### src/rtl/fetch_pkg.sv
// Shared types and helpers for the instruction fetch stage.
package fetch_pkg;

  // Canonical no-op (addi x0, x0, 0) that decode inserts on bubbles.
  localparam logic [31:0] NOP = 32'h0000_0013;

  typedef enum logic {
    RUN  = 1'b0,
    DROP = 1'b1
  } state_e;

  // One fetch-queue slot: the instruction and the PC it was fetched from.
  typedef struct packed {
    logic [31:0] pc;
    logic [31:0] inst;
  } fq_entry_t;

  // The I-cache returns words in memory byte order; reverse them so that
  // bit 0 is the LSB of the opcode.
  function automatic logic [31:0] bswap(input logic [31:0] w);
    return {w[7:0], w[15:8], w[23:16], w[31:24]};
  endfunction

endpackage

### src/rtl/instr_fetch_if.sv
// Fetch-stage bus: I-cache request/response, execute redirect and decode
// handshake. master is the fetch side, slave is the surrounding pipeline.
interface instr_fetch_if;
  logic        icache_ren_o;
  logic [29:0] icache_addr_o;
  logic [31:0] icache_rdata_i;
  logic        icache_stall_i;
  logic        redirect_i;
  logic [31:0] redirect_pc_i;
  logic        inst_valid_o;
  logic [31:0] inst_o;
  logic [31:0] pc_o;
  logic        inst_ready_i;

  modport master (
    output icache_ren_o, icache_addr_o, inst_valid_o, inst_o, pc_o,
    input  icache_rdata_i, icache_stall_i, redirect_i, redirect_pc_i,
           inst_ready_i
  );

  modport slave (
    input  icache_ren_o, icache_addr_o, inst_valid_o, inst_o, pc_o,
    output icache_rdata_i, icache_stall_i, redirect_i, redirect_pc_i,
           inst_ready_i
  );
endinterface

### src/rtl/fetch_queue.sv
// Small circular FIFO of {pc, inst} between fetch and decode.
module fetch_queue
  import fetch_pkg::*;
#(
  parameter int DEPTH = 2
) (
  input  logic                       clk,
  input  logic                       rst_n,
  input  logic                       push_i,
  input  logic                       pop_i,
  input  logic                       flush_i,
  input  fq_entry_t                  din_i,
  output fq_entry_t                  head_o,
  output logic [$clog2(DEPTH+1)-1:0] count_o,
  output logic                       empty_o,
  output logic                       full_o
);
  localparam int AW = $clog2(DEPTH);
  localparam int CW = $clog2(DEPTH + 1);

  fq_entry_t         mem_q [DEPTH];
  logic [AW-1:0]     wptr_q, rptr_q;
  logic [CW-1:0]     cnt_q;
  logic              do_push, do_pop;

  assign empty_o = (cnt_q == '0);
  assign full_o  = (cnt_q == CW'(DEPTH));
  // Overflow/underflow requests are silently dropped.
  assign do_push = push_i && !full_o;
  assign do_pop  = pop_i && !empty_o;

  // Storage, pointers and occupancy; flush wins over push/pop.
  // Pointers wrap naturally because DEPTH is a power of two.
  always_ff @(posedge clk or negedge rst_n) begin
    if (!rst_n) begin
      for (int i = 0; i < DEPTH; i++) mem_q[i] <= '0;
      wptr_q <= '0;
      rptr_q <= '0;
      cnt_q  <= '0;
    end else if (flush_i) begin
      wptr_q <= '0;
      rptr_q <= '0;
      cnt_q  <= '0;
    end else begin
      if (do_push) begin
        mem_q[wptr_q] <= din_i;
        wptr_q        <= wptr_q + 1'b1;
      end
      if (do_pop) rptr_q <= rptr_q + 1'b1;
      cnt_q <= cnt_q + CW'(do_push) - CW'(do_pop);
    end
  end

  assign head_o  = mem_q[rptr_q];
  assign count_o = cnt_q;
endmodule

### src/rtl/instr_fetch.sv
// RV32 instruction fetch: PC, I-cache issue, redirect handling and the
// fetch queue feeding decode.
module instr_fetch
  import fetch_pkg::*;
#(
  parameter logic [31:0] RESET_PC = 32'h0000_0000,
  parameter int          DEPTH    = 2
) (
  input  logic          clk,
  input  logic          rst_n,
  instr_fetch_if.master bus
);
  localparam int CW = $clog2(DEPTH + 1);

  state_e        state_q;
  logic [29:0]   pc_q;        // word PC of the next request
  logic [29:0]   drop_addr_q; // abandoned request still owed a completion
  logic [29:0]   tgt;
  logic          ren, complete, push, pop;
  logic          q_empty, q_full;
  logic [CW-1:0] q_count;
  fq_entry_t     q_din, q_head;

  assign tgt = 30'((bus.redirect_pc_i & ~32'h3) >> 2);

  // Issue depends on registered state only; rst_n gating keeps the bus
  // quiet while reset is held (the I-cache shares the same reset).
  assign ren      = rst_n && ((state_q == DROP) || !q_full);
  assign complete = ren && !bus.icache_stall_i;
  assign push     = (state_q == RUN) && complete && !bus.redirect_i;
  assign pop      = !q_empty && bus.inst_ready_i && !bus.redirect_i;

  assign q_din = '{pc: {pc_q, 2'b00}, inst: bswap(bus.icache_rdata_i)};

  fetch_queue #(.DEPTH(DEPTH)) u_q (
    .clk     (clk),
    .rst_n   (rst_n),
    .push_i  (push),
    .pop_i   (pop),
    .flush_i (bus.redirect_i),
    .din_i   (q_din),
    .head_o  (q_head),
    .count_o (q_count),
    .empty_o (q_empty),
    .full_o  (q_full)
  );

  // PC / FSM: a redirect with a request in flight parks its address in
  // DROP until the I-cache finishes it, then its data is thrown away.
  always_ff @(posedge clk or negedge rst_n) begin
    if (!rst_n) begin
      state_q     <= RUN;
      pc_q        <= RESET_PC[31:2];
      drop_addr_q <= '0;
    end else begin
      case (state_q)
        RUN: begin
          if (bus.redirect_i) begin
            pc_q <= tgt;
            if (ren && bus.icache_stall_i) begin
              state_q     <= DROP;
              drop_addr_q <= pc_q;
            end
          end else if (complete) begin
            pc_q <= pc_q + 30'd1;
          end
        end
        DROP: begin
          if (bus.redirect_i) pc_q <= tgt;
          if (complete) state_q <= RUN;
        end
        default: state_q <= RUN;
      endcase
    end
  end

  assign bus.icache_ren_o  = ren;
  assign bus.icache_addr_o = !rst_n ? '0 : (state_q == DROP) ? drop_addr_q : pc_q;
  assign bus.inst_valid_o  = !q_empty;
  assign bus.inst_o        = q_head.inst;
  assign bus.pc_o          = q_head.pc;

  logic unused_cnt;
  assign unused_cnt = ^q_count;
endmodule

### src/flat_wrapper.sv
// flat-port wrapper written by rule: the top's interface ports become plain ports
module instr_fetch_flat import fetch_pkg::*;
#(
  parameter logic [31:0] RESET_PC = 32'h0000_0000,
  parameter int          DEPTH    = 2
)
  (clk, rst_n, bus_icache_ren_o, bus_icache_addr_o, bus_inst_valid_o, bus_inst_o, bus_pc_o, bus_icache_rdata_i, bus_icache_stall_i, bus_redirect_i, bus_redirect_pc_i, bus_inst_ready_i);
  instr_fetch_if bus_i ();
  input  logic clk;
  input  logic rst_n;
  output wire logic [$bits(bus_i.icache_ren_o)-1:0] bus_icache_ren_o;
  output wire logic [$bits(bus_i.icache_addr_o)-1:0] bus_icache_addr_o;
  output wire logic [$bits(bus_i.inst_valid_o)-1:0] bus_inst_valid_o;
  output wire logic [$bits(bus_i.inst_o)-1:0] bus_inst_o;
  output wire logic [$bits(bus_i.pc_o)-1:0] bus_pc_o;
  input wire logic [$bits(bus_i.icache_rdata_i)-1:0] bus_icache_rdata_i;
  input wire logic [$bits(bus_i.icache_stall_i)-1:0] bus_icache_stall_i;
  input wire logic [$bits(bus_i.redirect_i)-1:0] bus_redirect_i;
  input wire logic [$bits(bus_i.redirect_pc_i)-1:0] bus_redirect_pc_i;
  input wire logic [$bits(bus_i.inst_ready_i)-1:0] bus_inst_ready_i;
  assign bus_icache_ren_o = bus_i.icache_ren_o;
  assign bus_icache_addr_o = bus_i.icache_addr_o;
  assign bus_inst_valid_o = bus_i.inst_valid_o;
  assign bus_inst_o = bus_i.inst_o;
  assign bus_pc_o = bus_i.pc_o;
  assign bus_i.icache_rdata_i = bus_icache_rdata_i;
  assign bus_i.icache_stall_i = bus_icache_stall_i;
  assign bus_i.redirect_i = bus_redirect_i;
  assign bus_i.redirect_pc_i = bus_redirect_pc_i;
  assign bus_i.inst_ready_i = bus_inst_ready_i;
  instr_fetch #(.RESET_PC(RESET_PC), .DEPTH(DEPTH)) u_core (.clk(clk), .rst_n(rst_n), .bus(bus_i));
endmodule
### config.mk
export PLATFORM = sky130hd
export DESIGN_NAME = instr_fetch_flat
export DESIGN_NICKNAME = d
export VERILOG_FILES = /design/src/rtl/fetch_pkg.sv /design/src/rtl/instr_fetch_if.sv /design/src/rtl/fetch_queue.sv /design/src/rtl/instr_fetch.sv /design/src/flat_wrapper.sv
export SDC_FILE = /design/constraint.sdc
export NUM_CORES = 1
export LEC_CHECK = 0
export ABC_AREA = 1
export ABC_CLOCK_PERIOD_IN_PS = 2300
export BUFFER_PORTS_ARGS = -buffer_cell sky130_fd_sc_hd__buf_4
export CAP_MARGIN = 20
export CORE_MARGIN = 5
export CORE_UTILIZATION = 45
export CTS_CLUSTER_DIAMETER = 30
export DETAILED_ROUTE_END_ITERATION = 10
export GPL_ROUTABILITY_DRIVEN = 0
export HOLD_SLACK_MARGIN = 0.03
export MAX_ROUTING_LAYER = met4
export PLACE_DENSITY = 0.66
export SLEW_MARGIN = 10
export SYNTH_ARGS = -nofsm -noshare
export SYNTH_HDL_FRONTEND = slang
export SYNTH_SLANG_ARGS = --single-unit
### constraint.sdc
create_clock -name clk -period 2.3 [get_ports clk]
set_input_delay 0.345 -clock clk [delete_from_list [all_inputs] [get_ports clk]]
set_output_delay 0.345 -clock clk [all_outputs]
set_load 0.01 [all_outputs]
# After elaboration in Yosys (flattened, before gate mapping)
# Cells that the tools add are included.
# word_totals
register_bits	193
input_bits	69
output_inout_bits	96
elab_cells	67
# op_classes
n_addsub	5
order_cmp	3
eq_ne	3
mux	21
bitwise	4
reduce_logical	21
# op_table
op	n
2-to-1 mux 64 bit	4
2-to-1 mux 30 bit	5
bitwise mux 128 bit	1
demux 64 bit (select 1 bit)	1
one-hot mux 30 bit (2 select lines)	1
adder 30 x 1 -> 30 bit (second input constant)	1
logical AND 1 bit	10
2-to-1 mux 1 bit	7
>= comparator 2 bit (second input constant)	2
logical NOT 1 bit	4
inverter 1 -> 2 bit	2
AND reduction 2 bit	2
nonzero test 2 bit	2
!= test 3 x 2 -> 1 bit (second input constant)	1
AND reduction 3 bit	1
adder 1 bit (second input constant)	2
adder 2 x 1 -> 2 bit	1
== test 2 bit (second input constant)	1
logical NOT 2 bit	1
less-than comparator 2 x 1 -> 1 bit (second input constant)	1
2-to-1 mux 2 bit	1
!= test 2 bit (second input constant)	1
inverter 1 bit	2
one-hot mux 1 bit (2 select lines)	1
2 further kinds	2

# Depth between registers and ports, before layout
# Gate-level depths: netlist of the first run.
# depth
ltp_word	11
depth_mapped	12
ltp_nobuf	12

# Hierarchy
# Synthesis of the first run repeated with hierarchy kept, for this count alone.
# hier_totals
hier_cells	1357
area_unflattened_um2	10093.4
# by_module_without_submodules
module	n_inst	cells_per_inst	area_each_um2
fetch_queue	1	811	6348.6
instr_fetch	1	546	3744.8

# Worst setup path before layout of the first run
# No wires, ideal clock.
# synth_timing
path_type	flip-flop to flip-flop
startpoint	register u_core.u_q.cnt_q[1], in the netlist u_core.u_q.count_o[1]
endpoint	register u_core.u_q.cnt_q[1], in the netlist u_core.u_q.count_o[1]
setup_time_ns	0.132
t_arrival_ns	1.521
required_time_ns	2.168
setup_slack_ns	0.647
path_stages_with_launch	9
path_buffers	0
cell_sequence	dfrtp_1 -> or2_2 -> nand2_1 -> nor2_1 -> ha_1 -> inv_1 -> ha_1 -> xor2_1 -> nor2_1
# synth_rtl
item	line_no	rtl
start, declared	fetch_queue.sv:23	logic [CW-1:0] cnt_q;
start signal, assigned	fetch_queue.sv:50	cnt_q <= cnt_q + CW'(do_push) - CW'(do_pop);
logical NOT 2 bit *	fetch_queue.sv:26	assign empty_o = (cnt_q == '0);
logical NOT 1 bit *	n/a	
net bus_inst_valid_o	flat_wrapper.sv:13	output wire logic [$bits(bus_i.inst_valid_o)-1:0] bus_inst_valid_o;
logical AND 1 bit (2 in a row)	instr_fetch.sv:31	assign pop = !q_empty && bus.inst_ready_i && !bus.redirect_i;
logical AND 1 bit *	fetch_queue.sv:30	assign do_pop = pop_i && !empty_o;
subtractor 2 x 1 -> 2 bit *	fetch_queue.sv:50	
2-to-1 mux 2 bit *	fetch_queue.sv:40	end else if (flush_i) begin
# Mark *: on every way through the listed nets, which the timed path passes. The rest lies on a longest branch.
# A chain may end at the register's enable or synchronous reset.

# Worst setup path after layout of the first run
# layout_timing
startpoint	input port rst_n
endpoint	output port bus_icache_addr_o[27]
# layout_via
elab_chain_cells	1
# layout_rtl
item	line_no	rtl
start, declared	flat_wrapper.sv:10	input logic rst_n;
2-to-1 mux 30 bit	instr_fetch.sv:78	assign bus.icache_addr_o = !rst_n ? '0 : (state_q == DROP) ? drop_addr_q : pc_q;
end, declared	flat_wrapper.sv:12	output wire logic [$bits(bus_i.icache_addr_o)-1:0] bus_icache_addr_o;
# No other way between the ends.

==> results.toml, run 1 <==
[grt]
grt_max_degree = 125
gr-total-overflow = 0
track_usage = 0.213
antenna_found_initial = 0
grt_pass1_vias = 7760
grt_pass1_wl_um = 40100

[yosys]
ys.flop_type = "dfrtp_1"
synth-simple-area-share = 0.259
syn_area_um2 = 9290
synth_enable_flop_cells = 0
synth_top_family_by_area = "simple AND/OR/NAND/NOR gates"
synth_fa_ha_area_frac = 0.00404
async_flop_share = 1.00
synth-compound-area-share = 0.138
synthMuxAreaShare = 0.00862
ys_ff_latch = 189
ys_types = 35
ys_seq_area_frac = 0.509
synth_area_per_cell_um2 = 7.69
synthCells = 1208
synth_xor_area_frac = 0.00471
yosys_warnings = 0

[cells_and_area]
fill_cells = 2002
layout.nets = 1416
antenna_cells = 0
syn_to_final_growth_pct = 21.6
layout_commonest_cell = "nand2_1"
final_cells = 1627
final_cell_mix = "nand2_1, dfrtp_1, buf_4"
layout-drive-gt1-share = 0.176

[route]
dr.pass1.iters = 5
drc = 0
vias_per_cell = 5.02
dr_total_vias = 8172
ant_nets = 0
wl_per_cell_um = 14.9
drt_iter0_markers = 581
wl_um = 24300

[floorplan]
core_area_um2 = 20300
die_h_um = 154
initial_core_util = 0.458
rows = 52
chipWidth_um = 154
dieArea_um2 = 23600
ios = 165

[cts]
post_cts_buffers = 0
clock_latency_ns = 0.43
cts_buffers = 17
cts_tree = "done"
cts.root.buffer_cell = "clkbuf_16"
clkSinkCount = 189
cts-htree-levels = 4
cts-resized-gates = 0
cts.clk_slew.worst_paths_ns = 0.07
cts_buffer_depth = 2
ctsHoldBuffers = 4

[timing]
timing.final.crit_share = 0.937
setup_viol = 0
tightest_slew_ns = 0.941
fin_ws_ns = 0.144
finalCriticalPeriod_ns = 2.16
final-max-slew-violation-count = 0
slew_headroom = 0.373
fin_worst_skew_ns = 0.0131
setup-tns-final_ns = 0
finalHoldViolCount = 0
rsz0062_at_grt = "false"
timing.hold.ws_ns = 0.135
max_freq_mhz = 464

[placed_design]
placed_cells = 1591
portBuffers = 160
place_hpwl_um = 16800
pre_cts_ws_ns = 0.465

[pwr]
ir_worst_vdd_uv = 548
powerDensity_nw_per_um2 = 970
p_leak_uw = 0.00579

[worst_setup_path]
critPathArrivalTime_ns = 1.81
start_kind = "input pin"
required_ns = 1.96
cp-end-kind = "output port"
crit_type = "in -> out"
worst-path-max-fanout = 12

[hold_path]
hold_path_class = "in -> reg"

[flow_run]
cap_violations = 0

[outcome]
status = "completed"
==> cell families after synthesis <==
kind of cell	count (synthesis)
and+or+nand+nor	601
AOI/OAI and AO/OA	249
DFF	189
buffers and inverters	152
muxes	8
xor gates and xnor gates	5
adders and majority gates	3
other	1
==> final timing paths <==
kind	to	slack (ns)	depth (start not counted)	start
setup / recovery	bus_icache_addr_o[27]	0.14	6	rst_n
hold / removal	u_core.pc_q[20]$_DFFE_PN0P_	0.13	3	bus_redirect_pc_i[22]
setup reg to reg	u_core.pc_q[20]$_DFFE_PN0P_	0.48	8	u_core.state_q$_DFF_PN0_
hold reg to reg	u_core.drop_addr_q[17]$_DFFE_PN0P_	0.48	2	u_core.drop_addr_q[17]$_DFFE_PN0P_
max in group asynchronous	u_core.u_q.mem_q[41]$_DFFE_PN0P_	0.37	4	rst_n
min in group asynchronous	u_core.u_q.mem_q[61]$_DFFE_PN0P_	0.37	2	rst_n
==> flip-flops by register name, summed over array words and instances, names as in the netlist <==
register            cells
u_core.drop_addr_q     30
u_core.u_q.count_o      2
u_core.state_q          1
u_core.u_q.wptr_q       1
u_core.u_q.rptr_q       1
u_core.u_q.mem_q      124
u_core.pc_q            30
==> cell type report <==
type,instances,area [um^2],area share
flip-flops and latches,189,4730,0.419
multi-input cells,868,3860,0.341
repair buffers,184,1480,0.131
clock buffers,18,439,0.0389
well taps,270,338,0.0299
inverters,84,315,0.0279
clock inverters,14,135,0.0120
==> where the power goes <==
part	switching, uW	internal, uW	total, uW
logic	1830	1450	3290
registers	532	4270	4800
clock network	1330	1540	2870
total	3700	7270	11000
==> critical path, cell delays in order <==
cell and delay, ns:
dlygate4sd3_1 0.59, clkbuf_8 0.21, buf_12 0.14, o21ai_0 0.08, a21oi_1 0.26, buf_4 0.18
==> synthesized netlist by cell type, drive strengths merged, types with 2 or more instances <==
cell type	n	area share
a22oi	2	0.0016
nand2	457	0.19
nor2	89	0.040
dfrtp	189	0.51
o211ai	2	0.0016
nand4	4	0.0027
xor2	4	0.0038
buf	40	0.031
nor3	4	0.0022
clkbuf	28	0.011
a21oi	39	0.021
mux2i	8	0.0086
inv	84	0.034
or2	2	0.0013
o21ai	203	0.11
nand3	45	0.025
ha	3	0.0040
==> routing by layer <==
| metal | vias to the layer above | wire (um) | GRT usage |
|---|---|---|---|
| li1 | 4126 | - | - |
| met1 | 3770 | 11500 | 0.297 |
| met2 | 245 | 11100 | 0.324 |
| met3 | 31 | 1290 | 0.0363 |
| met4 | 0 | 396 | 0.0606 |
| met5 | - | 0 | - |
==> stage by stage <==
stage                     instance area, um^2  total power, uW   util
after floorplan                          9290             6670      -
after global placement                  10700             8080  0.526
after detailed placement                10700             8170  0.526
after CTS                               11300            11100  0.557
after global routing                    11300            11700  0.557
final                                   11300            11000  0.557
Power figures use the tool's default switching activity.
==> run 2, diff against run 1 <==
==> constraint.sdc (replaced) <==
create_clock -name clk -period 2.3 [get_ports clk]
set_input_delay 0.46 -clock clk [delete_from_list [all_inputs] [get_ports clk]]
set_output_delay 0.46 -clock clk [all_outputs]
set_load 0.01 [all_outputs]
==> run 2 against run 1 <==
Against the previous run: routed wire length up 2.9%; critical endpoint is now bus_inst_o[11]; worst hold slack better by 0.037 ns; sequential power about the same.
==> results.toml, run 2 (synthesis gave the netlist of run 1 again) <==
[outcome]
status = "completed"

[route]
dr.pass1.iters = 5
drc = 0
ant_nets = 0
wl_per_cell_um = 15.3
drt_iter0_markers = 813
wl_um = 25000
dr_total_vias = 8256
vias_per_cell = 5.06

[timing]
timing.final.crit_share = 0.947
finalHoldViolCount = 0
rsz0062_at_grt = "false"
fin_ws_ns = 0.122
finalCriticalPeriod_ns = 2.18
slew_headroom = 0.545
setup-tns-final_ns = 0
fin_worst_skew_ns = 0.0113
final-max-slew-violation-count = 0
max_freq_mhz = 459
tightest_slew_ns = 0.681
setup_viol = 0

[placed_design]
placed_cells = 1598
placed_area_um2 = 10800
place_hpwl_um = 17500
portBuffers = 160
pre_cts_ws_ns = 0.349

[grt]
gr-total-overflow = 0
grt_max_degree = 122
grt_pass1_vias = 7740
grt_pass1_wl_um = 41100
track_usage = 0.219
antenna_found_initial = 0

[cts]
cts_buffer_depth = 2
post_cts_buffers = 0
cts.root.buffer_cell = "clkbuf_16"
cts_buffers = 17
cts-htree-levels = 4
cts.clk_slew.worst_paths_ns = 0.07
clock_latency_ns = 0.43
cts_tree = "done"
clkSinkCount = 189

[worst_setup_path]
cp-end-kind = "output port"
critPathArrivalTime_ns = 1.72
critPathMaxStageDelay_ns = 0.43
reg2reg_depth = 8
worstPathBufferInverterCount = 3
cp.depth = 5
cp_top_family = "buffers and inverters"
required_ns = 1.84
worst-path-max-fanout = 28
start_kind = "flip-flop"
crit_type = "reg -> out"
crit_top_cell = "nand2_1"
worstPathCellList = "inv_2, buf_12, nand2_1, nand2_1, buf_4"
r2r_start = "u_core.state_q$_DFF_PN0_"
slowest_stage = "dfrtp_2"
rrSetupSlack_ns = 0.43
regToRegEndpoint = "u_core.pc_q[17]$_DFFE_PN0P_"

[floorplan]
rows = 52
die_h_um = 154
core_area_um2 = 20300
initial_core_util = 0.458
chipWidth_um = 154
dieArea_um2 = 23600
ios = 165

[flow_run]
cap_violations = 0

[cells_and_area]
layout_commonest_cell = "nand2_1"
regMostFlops = "u_core.u_q.mem_q"
syn_to_final_growth_pct = 23.6
final_cells = 1632
utilization = 0.566
layout-drive-gt1-share = 0.178
reg_top3 = "u_core.u_q.mem_q x124, u_core.drop_addr_q x30, u_core.pc_q x30"
antenna_cells = 0
largest_reg_flops = 124
layout.nets = 1421
postLayoutCellArea_um2 = 11500
final_cell_mix = "nand2_1, dfrtp_1, buf_4"

[pwr]
ir_worst_vdd_uv = 624
powerDensity_nw_per_um2 = 999
p_leak_uw = 0.00589

[hold_path]
hold_path_class = "in -> async"
-- run 2: cell count changes in the layout (fill, tap and decap cells not counted), sizes merged --
cell and delta:
buf +6, dlygate4sd3 -1, clkinvlp -4, clkbuf +1
bufinv +5, clkinv -1, inv -1
-- run 2: how the worst max path moves through the flow --
| stage | startpoint | end |
|---|---|---|
| after floorplan | bus_redirect_i | u_core.u_q.count_o[1]$_DFF_PN0_ |
| after global placement | rst_n | u_core.u_q.count_o[1]$_DFF_PN0_ |
| after detailed placement | rst_n | u_core.pc_q[17]$_DFFE_PN0P_ |
| after CTS | u_core.state_q$_DFF_PN0_ | bus_icache_addr_o[28] |
| after global routing | u_core.u_q.rptr_q$_DFFE_PN0P_ | bus_inst_o[17] |
| final | u_core.u_q.rptr_q$_DFFE_PN0P_ | bus_inst_o[11] |
-- run 2: cell type report --
cell class | instances | area (um^2)
fill | 1972 | 8820
sequential | 189 | 4730
multi-input combinational | 868 | 3860
timing repair buffer | 189 | 1570
clock buffer | 19 | 433
tap | 270 | 338
inverter | 84 | 315
clock inverter | 13 | 235
-- run 2: worst min-delay path, stage by stage --
cell and delay (ns):
clkbuf_8 0.14, buf_12 0.17, buf_12 0.15
-- run 2: repair_timing --
item                                   CTS  global route
hold buffers                             2             0
setup endpoints to repair                0             1
resized for setup                        0             1
endpoints found under the hold margin   11             0
-- run 2: metrics by stage --
stage	hold WS, ns	total power [uW]
5_1_grt	0.177	12200
2_1_floorplan	0.164	6670
6_report	0.172	11500
3_5_place_dp	0.322	8200
3_3_place_gp	0.323	8110
4_1_cts	0.155	11600
-- run 2: report_power, final --
part | switching, uW | internal (uW) | total [uW]
Clock | 1290 | 2050 | 3350
Combinational | 1840 | 1470 | 3310
Sequential | 540 | 4270 | 4810
-- run 2: layer usage --
layer / up-vias / global-route usage / share of wire / wire length, um
met5: - / - / 0 / 0
met4: 0 / 0.0614 / 0.019 / 482
met3: 32 / 0.0334 / 0.059 / 1480
met2: 278 / 0.333 / 0.45 / 11300
met1: 3829 / 0.307 / 0.47 / 11800
li1: 4117 / - / - / -
==> run 3, diff against run 2 <==
--- a/config.mk
+++ b/config.mk
@@ -17,6 +17,7 @@
 export HOLD_SLACK_MARGIN = 0.03
 export MAX_ROUTING_LAYER = met4
 export PLACE_DENSITY = 0.66
+export REMOVE_ABC_BUFFERS = 1
 export SLEW_MARGIN = 10
 export SYNTH_ARGS = -nofsm -noshare
 export SYNTH_HDL_FRONTEND = slang
==> run 3 against run 2 <==
Against the previous run: setup slack better by 0.058 ns; sequential share of layout area grew 0.55 points; critical path depth down 1; combinational power fell by 2%; routed wire length fell by 2.5%; first-iteration DRC count shrank 19%; sequential cell count unchanged; sequential power hardly changed; total power decreased by 4.5%; clock-buffer cell count fell by 2; die area is the same; critical path type unchanged; critical endpoint is now bus_pc_o[20]; largest power group unchanged.
==> results.toml, run 3 (synthesis gave the netlist of run 1 again) <==
[outcome]
status = "completed"

[cells_and_area]
final_cell_mix = "nand2_1, dfrtp_1, buf_4"
layout.nets = 1420
antenna_cells = 0
largest_reg_flops = 124
final_cells = 1631
reg_top3 = "u_core.u_q.mem_q x124, u_core.drop_addr_q x30, u_core.pc_q x30"
layout-drive-gt1-share = 0.181
syn_to_final_growth_pct = 22.0
layout_commonest_cell = "nand2_1"
regMostFlops = "u_core.u_q.mem_q"

[timing]
rsz0062_at_grt = "false"
timing.final.crit_share = 0.921
finalHoldViolCount = 0
slew_headroom = 0.635
max_freq_mhz = 472
fin_worst_skew_ns = 0.00799
tightest_slew_ns = 0.547
setup_viol = 0
fin_ws_ns = 0.181
finalCriticalPeriod_ns = 2.12
final-max-slew-violation-count = 0

[cts]
post_cts_buffers = 0
clkSinkCount = 189
cts-htree-levels = 4
ctsHoldBuffers = 0
cts.root.buffer_cell = "clkbuf_16"
clock_latency_ns = 0.43
cts_tree = "done"
cts_buffers = 17
cts_buffer_depth = 2
cts.clk_slew.worst_paths_ns = 0.07
cts-resized-gates = 0

[flow_run]
cap_violations = 0

[floorplan]
core_area_um2 = 20300
ios = 165
initial_core_util = 0.458
rows = 52
die_h_um = 154
chipWidth_um = 154
dieArea_um2 = 23600

[worst_setup_path]
worstPathCellList = "buf_4, nand2_1, nand2_1, buf_4"
cp_top_family = "buffers and inverters"
critPathArrivalTime_ns = 1.66
required_ns = 1.84
worstPathBufferInverterCount = 2
crit_type = "reg -> out"
slowest_stage = "buf_4"
cp-end-kind = "output port"
start_kind = "flip-flop"
worst-path-max-fanout = 43
critPathMaxStageDelay_ns = 0.47

[route]
wl_um = 24400
vias_per_cell = 4.99
wl_per_cell_um = 15.0
ant_nets = 0
dr_total_vias = 8146
dr.pass1.iters = 6
drt_iter0_markers = 662
drc = 0

[placed_design]
placed_cells = 1599
portBuffers = 160
pre_cts_ws_ns = 0.411
place_hpwl_um = 17100

[hold_path]
hold_path_class = "in -> async"

[grt]
gr-total-overflow = 0
grt_pass1_vias = 7896
antenna_found_initial = 0
grt_pass1_wl_um = 40800
track_usage = 0.218
grt_max_degree = 69

[pwr]
powerDensity_nw_per_um2 = 966
ir_worst_vdd_uv = 533
p_leak_uw = 0.00583
==> run 3: worst paths after layout <==
path	startpoint	end	slack, ns	cells after the start
worst max-delay path	u_core.u_q.rptr_q$_DFFE_PN0P_	bus_pc_o[20]	0.18	4
worst min-delay path	rst_n	u_core.u_q.mem_q[76]$_DFFE_PN0P_	0.08	2
worst max register to register	u_core.state_q$_DFF_PN0_	u_core.pc_q[7]$_DFFE_PN0P_	0.43	8
worst min register to register	u_core.drop_addr_q[19]$_DFFE_PN0P_	u_core.drop_addr_q[19]$_DFFE_PN0P_	0.48	2
max in group asynchronous	rst_n	u_core.u_q.rptr_q$_DFFE_PN0P_	1.39	3
min in group clk	bus_redirect_pc_i[22]	u_core.pc_q[20]$_DFFE_PN0P_	0.26	3
==> run 3: per-layer routing <==
| layer | part of all wire | vias to the layer above | GRT usage |
|---|---|---|---|
| met4 | 0.0075 | 0 | 0.0353 |
| met1 | 0.47 | 3785 | 0.305 |
| li1 | - | 4138 | - |
| met2 | 0.47 | 207 | 0.338 |
| met3 | 0.053 | 16 | 0.0427 |
| met5 | 0 | - | - |
==> run 3: power by group <==
| group | internal [uW] | switching [uW] | total [uW] | leakage (uW) |
|---|---|---|---|---|
| sequential | 4270 | 532 | 4800 | 0.00238 |
| clock | 1530 | 1370 | 2900 | 0.000281 |
| combinational | 1450 | 1790 | 3240 | 0.00317 |
==> run 3: final cells by class <==
class / instances / area (um^2)
clock buffers: 17 / 425
clock inverters: 15 / 158
fillers: 1987 / 8970
inverters: 84 / 315
multi-input cells: 868 / 3860
flip-flops and latches: 189 / 4730
well taps: 270 / 338
repair buffers: 188 / 1510
==> run 3: per-stage QoR <==
stage	hold slack, ns	util	setup TNS [ns]	total power (uW)	instance area (um^2)
after floorplan	0.164	-	-92.29	6580	8900
after global placement	0.461	0.529	0	8040	10700
after detailed placement	0.468	0.529	0	8140	10700
after CTS	0.0681	0.558	0	11100	11300
after global routing	0.0799	0.558	0	11800	11300
final	0.0763	0.558	0	10900	11300
